## src/rtl/fill_readout_sequencer.sv

```systemverilog
// fill_readout_sequencer
// Pops one fill number from the trigger manager, emits a header word, walks
// every enabled digitizer channel through a start/done readout handshake in
// ascending order with a per-channel timeout, then emits a trailer word that
// reports which channels completed and which timed out.
//
// Ports:
//   clk          single rising-edge clock
//   reset_n      asynchronous active-low reset (released synchronously to clk)
//   chan_enable  channel mask, captured when a fill is accepted
//   fill_valid   fill number available from the trigger manager FIFO
//   fill_num     fill number
//   fill_ready   pop strobe towards the fill-number FIFO (high only in IDLE)
//   evt_valid    header/trailer word valid towards the event builder
//   evt_data     header {F1, fill_num} or trailer {F2, tmo_mask, rd_mask}
//   evt_ready    event builder accept
//   rd_start     one-cycle readout start pulse
//   rd_chan      channel currently being read
//   rd_done      channel readout complete (only looked at while waiting)
//   busy         high whenever a fill is in progress
//   timeout_err  one-cycle pulse on the last wait cycle of a timed-out channel
module fill_readout_sequencer #(
  parameter int NUM_CHAN  = 5,
  parameter int FILLNUM_W = 24,
  parameter int TIMEOUT   = 50000
) (
  input  logic                 clk,
  input  logic                 reset_n,
  input  logic [NUM_CHAN-1:0]  chan_enable,
  input  logic                 fill_valid,
  input  logic [FILLNUM_W-1:0] fill_num,
  output logic                 fill_ready,
  output logic                 evt_valid,
  output logic [31:0]          evt_data,
  input  logic                 evt_ready,
  output logic                 rd_start,
  output logic [2:0]           rd_chan,
  input  logic                 rd_done,
  output logic                 busy,
  output logic                 timeout_err
);

  typedef enum logic [2:0] {
    ST_IDLE,
    ST_HEADER,
    ST_SCAN,
    ST_START,
    ST_WAIT,
    ST_TRAILER
  } state_t;

  localparam logic [15:0] CNT_LAST = 16'(TIMEOUT - 1);

  state_t                 state_q, state_d;
  logic [FILLNUM_W-1:0]   fill_num_q, fill_num_d;
  logic [NUM_CHAN-1:0]    pend_mask_q, pend_mask_d;
  logic [NUM_CHAN-1:0]    rd_mask_q, rd_mask_d;
  logic [NUM_CHAN-1:0]    tmo_mask_q, tmo_mask_d;
  logic [2:0]             rd_chan_q, rd_chan_d;
  logic [15:0]            cnt_q, cnt_d;
  logic                   fill_ready_q, fill_ready_d;
  logic                   evt_valid_q, evt_valid_d;
  logic [31:0]            evt_data_q, evt_data_d;
  logic                   rd_start_q, rd_start_d;
  logic                   busy_q, busy_d;
  logic [2:0]             low_idx;

  // Lowest set bit of the pending mask: scanning from the top down lets the
  // last hit (the lowest index) win.
  always_comb begin
    low_idx = '0;
    for (int i = NUM_CHAN - 1; i >= 0; i--) begin
      if (pend_mask_q[i]) low_idx = 3'(i);
    end
  end

  // Next-state logic. timeout_err is decoded here rather than registered
  // because it must stay low when rd_done lands on the expiry cycle itself,
  // and that is only known during the cycle.
  always_comb begin
    state_d     = state_q;
    fill_num_d  = fill_num_q;
    pend_mask_d = pend_mask_q;
    rd_mask_d   = rd_mask_q;
    tmo_mask_d  = tmo_mask_q;
    rd_chan_d   = rd_chan_q;
    cnt_d       = cnt_q;
    timeout_err = 1'b0;
    unique case (state_q)
      ST_IDLE: begin
        if (fill_valid) begin
          fill_num_d  = fill_num;
          pend_mask_d = chan_enable;
          rd_mask_d   = '0;
          tmo_mask_d  = '0;
          state_d     = ST_HEADER;
        end
      end
      ST_HEADER: begin
        if (evt_ready) state_d = ST_SCAN;
      end
      ST_SCAN: begin
        if (pend_mask_q == '0) begin
          state_d = ST_TRAILER;
        end else begin
          rd_chan_d            = low_idx;
          pend_mask_d[low_idx] = 1'b0;
          state_d              = ST_START;
        end
      end
      ST_START: begin
        cnt_d   = '0;
        state_d = ST_WAIT;
      end
      ST_WAIT: begin
        if (rd_done) begin
          rd_mask_d[rd_chan_q] = 1'b1;
          state_d              = ST_SCAN;
        end else if (cnt_q == CNT_LAST) begin
          tmo_mask_d[rd_chan_q] = 1'b1;
          timeout_err           = 1'b1;
          state_d               = ST_SCAN;
        end else begin
          cnt_d = cnt_q + 16'd1;
        end
      end
      ST_TRAILER: begin
        if (evt_ready) state_d = ST_IDLE;
      end
      default: state_d = ST_IDLE;
    endcase
  end

  // Registered outputs are decoded from the next state so they line up with
  // the state they describe; the event word is built from the next-cycle
  // fill number and masks, which do not change while a word is held.
  always_comb begin
    fill_ready_d = (state_d == ST_IDLE);
    busy_d       = (state_d != ST_IDLE);
    rd_start_d   = (state_d == ST_START);
    evt_valid_d  = (state_d == ST_HEADER) || (state_d == ST_TRAILER);
    evt_data_d   = '0;
    if (state_d == ST_HEADER) begin
      evt_data_d = {8'hF1, 24'(fill_num_d)};
    end else if (state_d == ST_TRAILER) begin
      evt_data_d = {8'hF2, 3'b000, 5'(tmo_mask_d), 11'b0, 5'(rd_mask_d)};
    end
  end

  // Single state register for the whole sequencer.
  always_ff @(posedge clk or negedge reset_n) begin
    if (!reset_n) begin
      state_q      <= ST_IDLE;
      fill_num_q   <= '0;
      pend_mask_q  <= '0;
      rd_mask_q    <= '0;
      tmo_mask_q   <= '0;
      rd_chan_q    <= '0;
      cnt_q        <= '0;
      fill_ready_q <= 1'b1;
      evt_valid_q  <= 1'b0;
      evt_data_q   <= '0;
      rd_start_q   <= 1'b0;
      busy_q       <= 1'b0;
    end else begin
      state_q      <= state_d;
      fill_num_q   <= fill_num_d;
      pend_mask_q  <= pend_mask_d;
      rd_mask_q    <= rd_mask_d;
      tmo_mask_q   <= tmo_mask_d;
      rd_chan_q    <= rd_chan_d;
      cnt_q        <= cnt_d;
      fill_ready_q <= fill_ready_d;
      evt_valid_q  <= evt_valid_d;
      evt_data_q   <= evt_data_d;
      rd_start_q   <= rd_start_d;
      busy_q       <= busy_d;
    end
  end

  assign fill_ready = fill_ready_q;
  assign evt_valid  = evt_valid_q;
  assign evt_data   = evt_data_q;
  assign rd_start   = rd_start_q;
  assign rd_chan    = rd_chan_q;
  assign busy       = busy_q;

endmodule

```

## config.mk

```make
export PLATFORM = sky130hd
export DESIGN_NAME = fill_readout_sequencer
export DESIGN_NICKNAME = d
export VERILOG_FILES = /design/src/rtl/fill_readout_sequencer.sv
export SDC_FILE = /design/constraint.sdc
export NUM_CORES = 1
export LEC_CHECK = 0
export CORE_ASPECT_RATIO = 0.5
export CORE_MARGIN = 2
export CORE_UTILIZATION = 30
export DETAILED_ROUTE_END_ITERATION = 7
export GPL_TIMING_DRIVEN = 1
export PLACE_DENSITY = 0.59
export SLEW_MARGIN = 20
export SYNTH_ARGS = -nofsm -noshare
export SYNTH_HDL_FRONTEND = slang
export SYNTH_SLANG_ARGS = --single-unit
```

## constraint.sdc

```tcl
create_clock -name clk -period 3.5 [get_ports clk]
set_input_delay 0.7 -clock clk [delete_from_list [all_inputs] [get_ports clk]]
set_output_delay 0.7 -clock clk [all_outputs]
set_load 0.02 [all_outputs]
```

Word-level counts from Yosys, hierarchy flattened
Index checks and enable logic that the tools add are counted.
Widths: inputs -> output; s select.
{"block": "word_totals", "regBits": 97, "word_cells": 83, "out_inout_bits": 40}
{"block": "classes", "n_lt_le_gt_ge": 4, "n_bitwise": 5, "mux": 36, "n_eq_ne": 13, "n_addsub": 1, "reduce_logical": 12}
{"cell": "$mux 32", "n": 2}
{"cell": "$mux 24", "n": 2}
{"cell": "$mux 5", "n": 7}
{"cell": "$mux 3", "n": 11}
{"cell": "$mux 16", "n": 2}
{"cell": "$pmux 16 s2", "n": 1}
{"cell": "$pmux 5 s2", "n": 3}
{"cell": "$pmux 3 s6", "n": 1}
{"cell": "$add 16x1->16 const B", "n": 1}
{"cell": "$eq 16x16->1 const B", "n": 1}
{"cell": "$or 5x5->5", "n": 2}
{"cell": "$eq 3x2->1 const B", "n": 3}
{"cell": "$eq 3x3->1 const B", "n": 3}
{"cell": "$lt 3x4->1 const B", "n": 2}
{"cell": "$ne 2x2->1 const B", "n": 4}
{"cell": "$demux 1 s3", "n": 2}
{"cell": "$eq 3x1->1 const B", "n": 2}
{"cell": "$ge 3x1->1 const B", "n": 2}
{"cell": "$logic_not 3->1", "n": 2}
{"cell": "$reduce_and 3->1", "n": 2}
{"cell": "$and 5x5->5", "n": 1}
{"cell": "$logic_not 5->1", "n": 1}
{"cell": "$mux 1", "n": 5}
{"cell": "$not 5->5", "n": 1}
{"cell": "other kinds (6)", "n": 8}

Depth between registers and ports, before layout
{"block": "depth", "word_depth": 13, "ltp_mapped": 7, "ltp_nobuf": 5}

Worst setup path before layout
No wires, ideal clock.
{"block": "synth_timing", "kind": "input to output", "start": "input port rd_done", "end": "output port timeout_err", "path_stages": 3, "setup_slack_ns": 1.129, "required_time_ns": 2.800, "arrival_ns": 1.671, "cell_sequence": "or4b_4 > or2_2 > inv_1"}
{"block": "synth_via", "elab_chain_cells": 2}
{"element": "start: declaration", "line_no": "38", "text": "input logic rd_done,"}
{"element": "$mux 1", "line_no": "116", "text": "if (rd_done) begin"}
{"element": "$mux 1", "line_no": "89", "text": "unique case (state_q)"}
{"element": "end: declaration", "line_no": "40", "text": "output logic timeout_err"}
Every way passes these cells.

Final worst setup path
Same ends and word-level chain as after synthesis.

==> results.sh <==
export IMPL_synth_compound_area_share=0.101
export IMPL_track_usage=0.130
export IMPL_path_common_cell="clkdlybuf4s50_1"
export IMPL_gp_congestion=0.813
export IMPL_tightest_slew_ns=0.708
export IMPL_worst_setup_path_end_kind="primary output"
export IMPL_wl_um=8350
export IMPL_crit_start="rd_done"
export IMPL_critPathKind="input port to primary output"
export IMPL_start_util=0.307
export IMPL_dpl_hpwl_um=5880
export IMPL_die_w_um=165
export IMPL_clkTransAtPathRegs_ns=0.06
export IMPL_period_minus_slack_ns=3.30
export IMPL_synth_fa_ha_area_frac=0.00322
export IMPL_port_buffer_count=71
export IMPL_status="finished clean"
export IMPL_clock_path_buffers=2
export IMPL_finalSetupViolCount=0
export IMPL_ctsHoldBuffers=0
export IMPL_p_leak_uw=0.00218
export IMPL_switching_share=0.347
export IMPL_cp_required_ns=2.80
export IMPL_irDropWorstVdd_mv=0.309
export IMPL_internal_power_uw=2830
export IMPL_synthCells=328
export IMPL_comb_power_share=0.381
export IMPL_syn2layout_area_growth_pct=30.8
export IMPL_ys_types=57
export IMPL_endpoint="timeout_err"
export IMPL_fmax_ghz=0.303
export IMPL_via_per_inst=4.72
export IMPL_ys_flop_type="dfrtp_1"
export IMPL_finalNetCount=436
export IMPL_core_mm2=0.0126
export IMPL_start_kind="input port"
export IMPL_synth_xor_area_share=0.00903
export IMPL_finalHoldViolCount=0
export IMPL_placementRows=29
export IMPL_yosys_warnings=0
export IMPL_drive_above_1_share=0.150
export IMPL_p_total_uw=4330
export IMPL_worstPathCellList="clkdlybuf4s50_1, or4b_4, or2_2, inv_1, clkdlybuf4s50_1"
export IMPL_power_frac_seq=0.392
export IMPL_slowest_delay_ns=0.59
export IMPL_die_y_um=84.4
export IMPL_ys_seq_elements=91
export IMPL_rsz0062_at_grt="no"
export IMPL_ff2ff_setup_slack_ns=1.18
export IMPL_cts_buffers=9
export IMPL_antenna_found_initial=0
export IMPL_rr_startpoint="state_q[0]$_DFF_PN0_"
export IMPL_clk_latency_ns=0.34
export IMPL_cp_max_fo=3
export IMPL_ys_seq_area_frac=0.587
export IMPL_ios=74
export IMPL_routed_via_count=2716
export IMPL_fin_crit_sh=0.942
export IMPL_grt_pass1_vias=2780
export IMPL_maxSlewHeadroom=0.528
export IMPL_maxCapViolCount=0
export IMPL_syn_area_per_cell_um2=11.8
export IMPL_tns_ns=0
export IMPL_synth_async_reset_ratio=1.00
export IMPL_detail_route_wl_per_cell_um=14.5
export IMPL_grt_max_degree=53
export IMPL_ctsHtreeMaxLevel=3
export IMPL_drt_pass1_iter_count=4
export IMPL_synth_top_family_by_area="simple AND/OR/NAND/NOR gates"
export IMPL_synth_mux_area_frac=0.0829
export IMPL_grt_pass1_wl_um=14000
export IMPL_drv_slew=0
export IMPL_power_density_mw_per_mm2=854
export IMPL_critPathArrivalTime_ns=2.60
export IMPL_die_area_mm2=0.0139
export IMPL_synth_edf_count=0
export IMPL_critPathSlowestCell="clkdlybuf4s50_1"
export IMPL_reg2reg_to="evt_data[20]$_DFF_PN0_"
export IMPL_p_switching_uw=1500
export IMPL_min_path_type="input port to asynchronous set/reset pin"
export IMPL_synth_area_mm2=0.00388
export IMPL_ant_nets=0
export IMPL_cts_resized=0
export IMPL_antenna_cells=0
export IMPL_clockPowerShare=0.227
export IMPL_cts_tree="yes"
export IMPL_synthSimpleGateAreaFrac=0.178
export IMPL_drc_errors=0
export IMPL_drt_initial_drc_count=171
export IMPL_fin_skew_ns=0.00570
export IMPL_gr_total_overflow=0
export IMPL_clkSinkCount=91
export IMPL_rr_worst_depth=4
export IMPL_cts_setup_buffers=0
export IMPL_cts_root_buf="clkbuf_16"
==> cell families (layout without fill, tap and decap cells) <==
family	count (synthesis)	count (layout)
compound gates	57	57
buf+inv	29	106
simple gates	116	116
other cells	1	2
mux	29	29
xor+xnor	4	4
flops	91	91
fa+ha+maj	1	1
==> how the worst min path moves through the flow <==
| stage | startpoint | to | slack, ns | cells after the start |
|---|---|---|---|---|
| after floorplan | reset_n | busy$_DFF_PN0_ | 0.40 | 0 |
| after global placement | tmo_mask_q[4]$_DFF_PN0_ | tmo_mask_q[4]$_DFF_PN0_ | 0.46 | 2 |
| after detailed placement | tmo_mask_q[4]$_DFF_PN0_ | tmo_mask_q[4]$_DFF_PN0_ | 0.47 | 2 |
| after CTS | reset_n | fill_num_q[12]$_DFF_PN0_ | 0.40 | 1 |
| after global routing | reset_n | fill_num_q[12]$_DFF_PN0_ | 0.42 | 1 |
| final | reset_n | fill_num_q[12]$_DFF_PN0_ | 0.38 | 1 |
==> registers in the layout (all words and copies together) (netlist names), 3 cells and up <==
register	count
evt_data	26
fill_num_q	24
cnt_q	16
pend_mask_q	5
rd_mask_q	5
tmo_mask_q	5
rd_chan	3
state_q	3
==> power by group through the flow <==
stage / clock [uW] / combinational, uW / sequential (uW)
final: 983 / 1650 / 1700
after CTS: 1010 / 1680 / 1700
after floorplan: 0 / 863 / 1870
after global placement: 0 / 1650 / 1710
after global routing: 1050 / 1800 / 1750
after detailed placement: 0 / 1680 / 1720
==> cell usage after synthesis (2+ instances only) <==
| library cell | number | share of area |
|---|---|---|
| dfrtp_1 | 90 | 0.58 |
| mux2_2 | 25 | 0.073 |
| nand2_1 | 22 | 0.021 |
| nor2_1 | 22 | 0.021 |
| nor2b_1 | 15 | 0.024 |
| o21ai_0 | 15 | 0.019 |
| a21oi_1 | 10 | 0.013 |
| inv_1 | 9 | 0.0087 |
| buf_4 | 8 | 0.015 |
| nand3_1 | 8 | 0.010 |
| nand2b_1 | 7 | 0.011 |
| clkbuf_1 | 6 | 0.0058 |
| o2bb2ai_1 | 6 | 0.014 |
| o31ai_1 | 6 | 0.012 |
| and3_1 | 4 | 0.0064 |
| buf_2 | 4 | 0.0052 |
| mux2i_1 | 4 | 0.010 |
| nand4_1 | 4 | 0.0064 |
| or3_1 | 4 | 0.0064 |
| a22o_1 | 3 | 0.0068 |
| and2_1 | 3 | 0.0048 |
| and4_1 | 3 | 0.0068 |
| nand3b_1 | 3 | 0.0058 |
| nor4bb_1 | 3 | 0.0077 |
| or4_1 | 3 | 0.0058 |
| a21boi_0 | 2 | 0.0039 |
| a31oi_1 | 2 | 0.0032 |
| nor3_1 | 2 | 0.0026 |
| nor4b_1 | 2 | 0.0045 |
| o211ai_1 | 2 | 0.0039 |
| o311ai_0 | 2 | 0.0045 |
| or3b_2 | 2 | 0.0045 |
| xnor2_1 | 2 | 0.0045 |
| xor2_1 | 2 | 0.0045 |
==> stage by stage <==
stage	hold slack, ns	util	setup WS, ns	instance area [um^2]	instances
global placement	0.462	0.378	0.190	4770	560
floorplan	0.404	-	1.13	3880	329
finish	0.377	0.402	0.203	5070	576
CTS	0.398	0.402	0.186	5070	576
detailed placement	0.470	0.378	0.192	4770	560
global route	0.422	0.402	0.150	5070	576
==> per-layer routing <==
| layer | share of wire | global-route usage |
|---|---|---|
| met2 | 0.48 | 0.214 |
| met5 | 0 | 0 |
| met4 | 0.013 | 0.0498 |
| met3 | 0.032 | 0.0316 |
| met1 | 0.47 | 0.166 |
==> layout make-up <==
| class | count | area [um^2] |
|---|---|---|
| Clock buffer | 9 | 225 |
| Clock inverter | 7 | 76.3 |
| Fill cell | 1226 | 7550 |
| Inverter | 10 | 37.5 |
| Multi-Input combinational cell | 209 | 1470 |
| Sequential cell | 91 | 2280 |
| Tap cell | 170 | 213 |
| Timing Repair Buffer | 80 | 776 |
==> critical path, delay by kind of cell <==
kind,cells,cell delay (ns)
and+or+nand+nor,2,0.83
buffers and inverters,3,1.07
==> layout by cell type, fill, tap and decap left out, types with 3 or more instances in the layout <==
cell	Yosys	routed
o2bb2ai_1	6	6
buf_4	8	10
o21ai_0	15	15
a21oi_1	10	10
inv_1	9	9
and3_1	4	4
nor2_1	22	22
nand2_1	22	22
dfrtp_1	90	90
and4_1	3	3
nand3_1	8	8
and2_1	3	3
a22o_1	3	3
or4_1	3	3
nand3b_1	3	3
nand4_1	4	4
o31ai_1	6	6
nand2b_1	7	7
nor4bb_1	3	3
nor2b_1	15	15
clkdlybuf4s50_1	0	70
clkbuf_16	0	9
mux2_2	25	25
mux2i_1	4	4
or3_1	4	4
No activity file was read; power rests on OpenSTA's default activity.
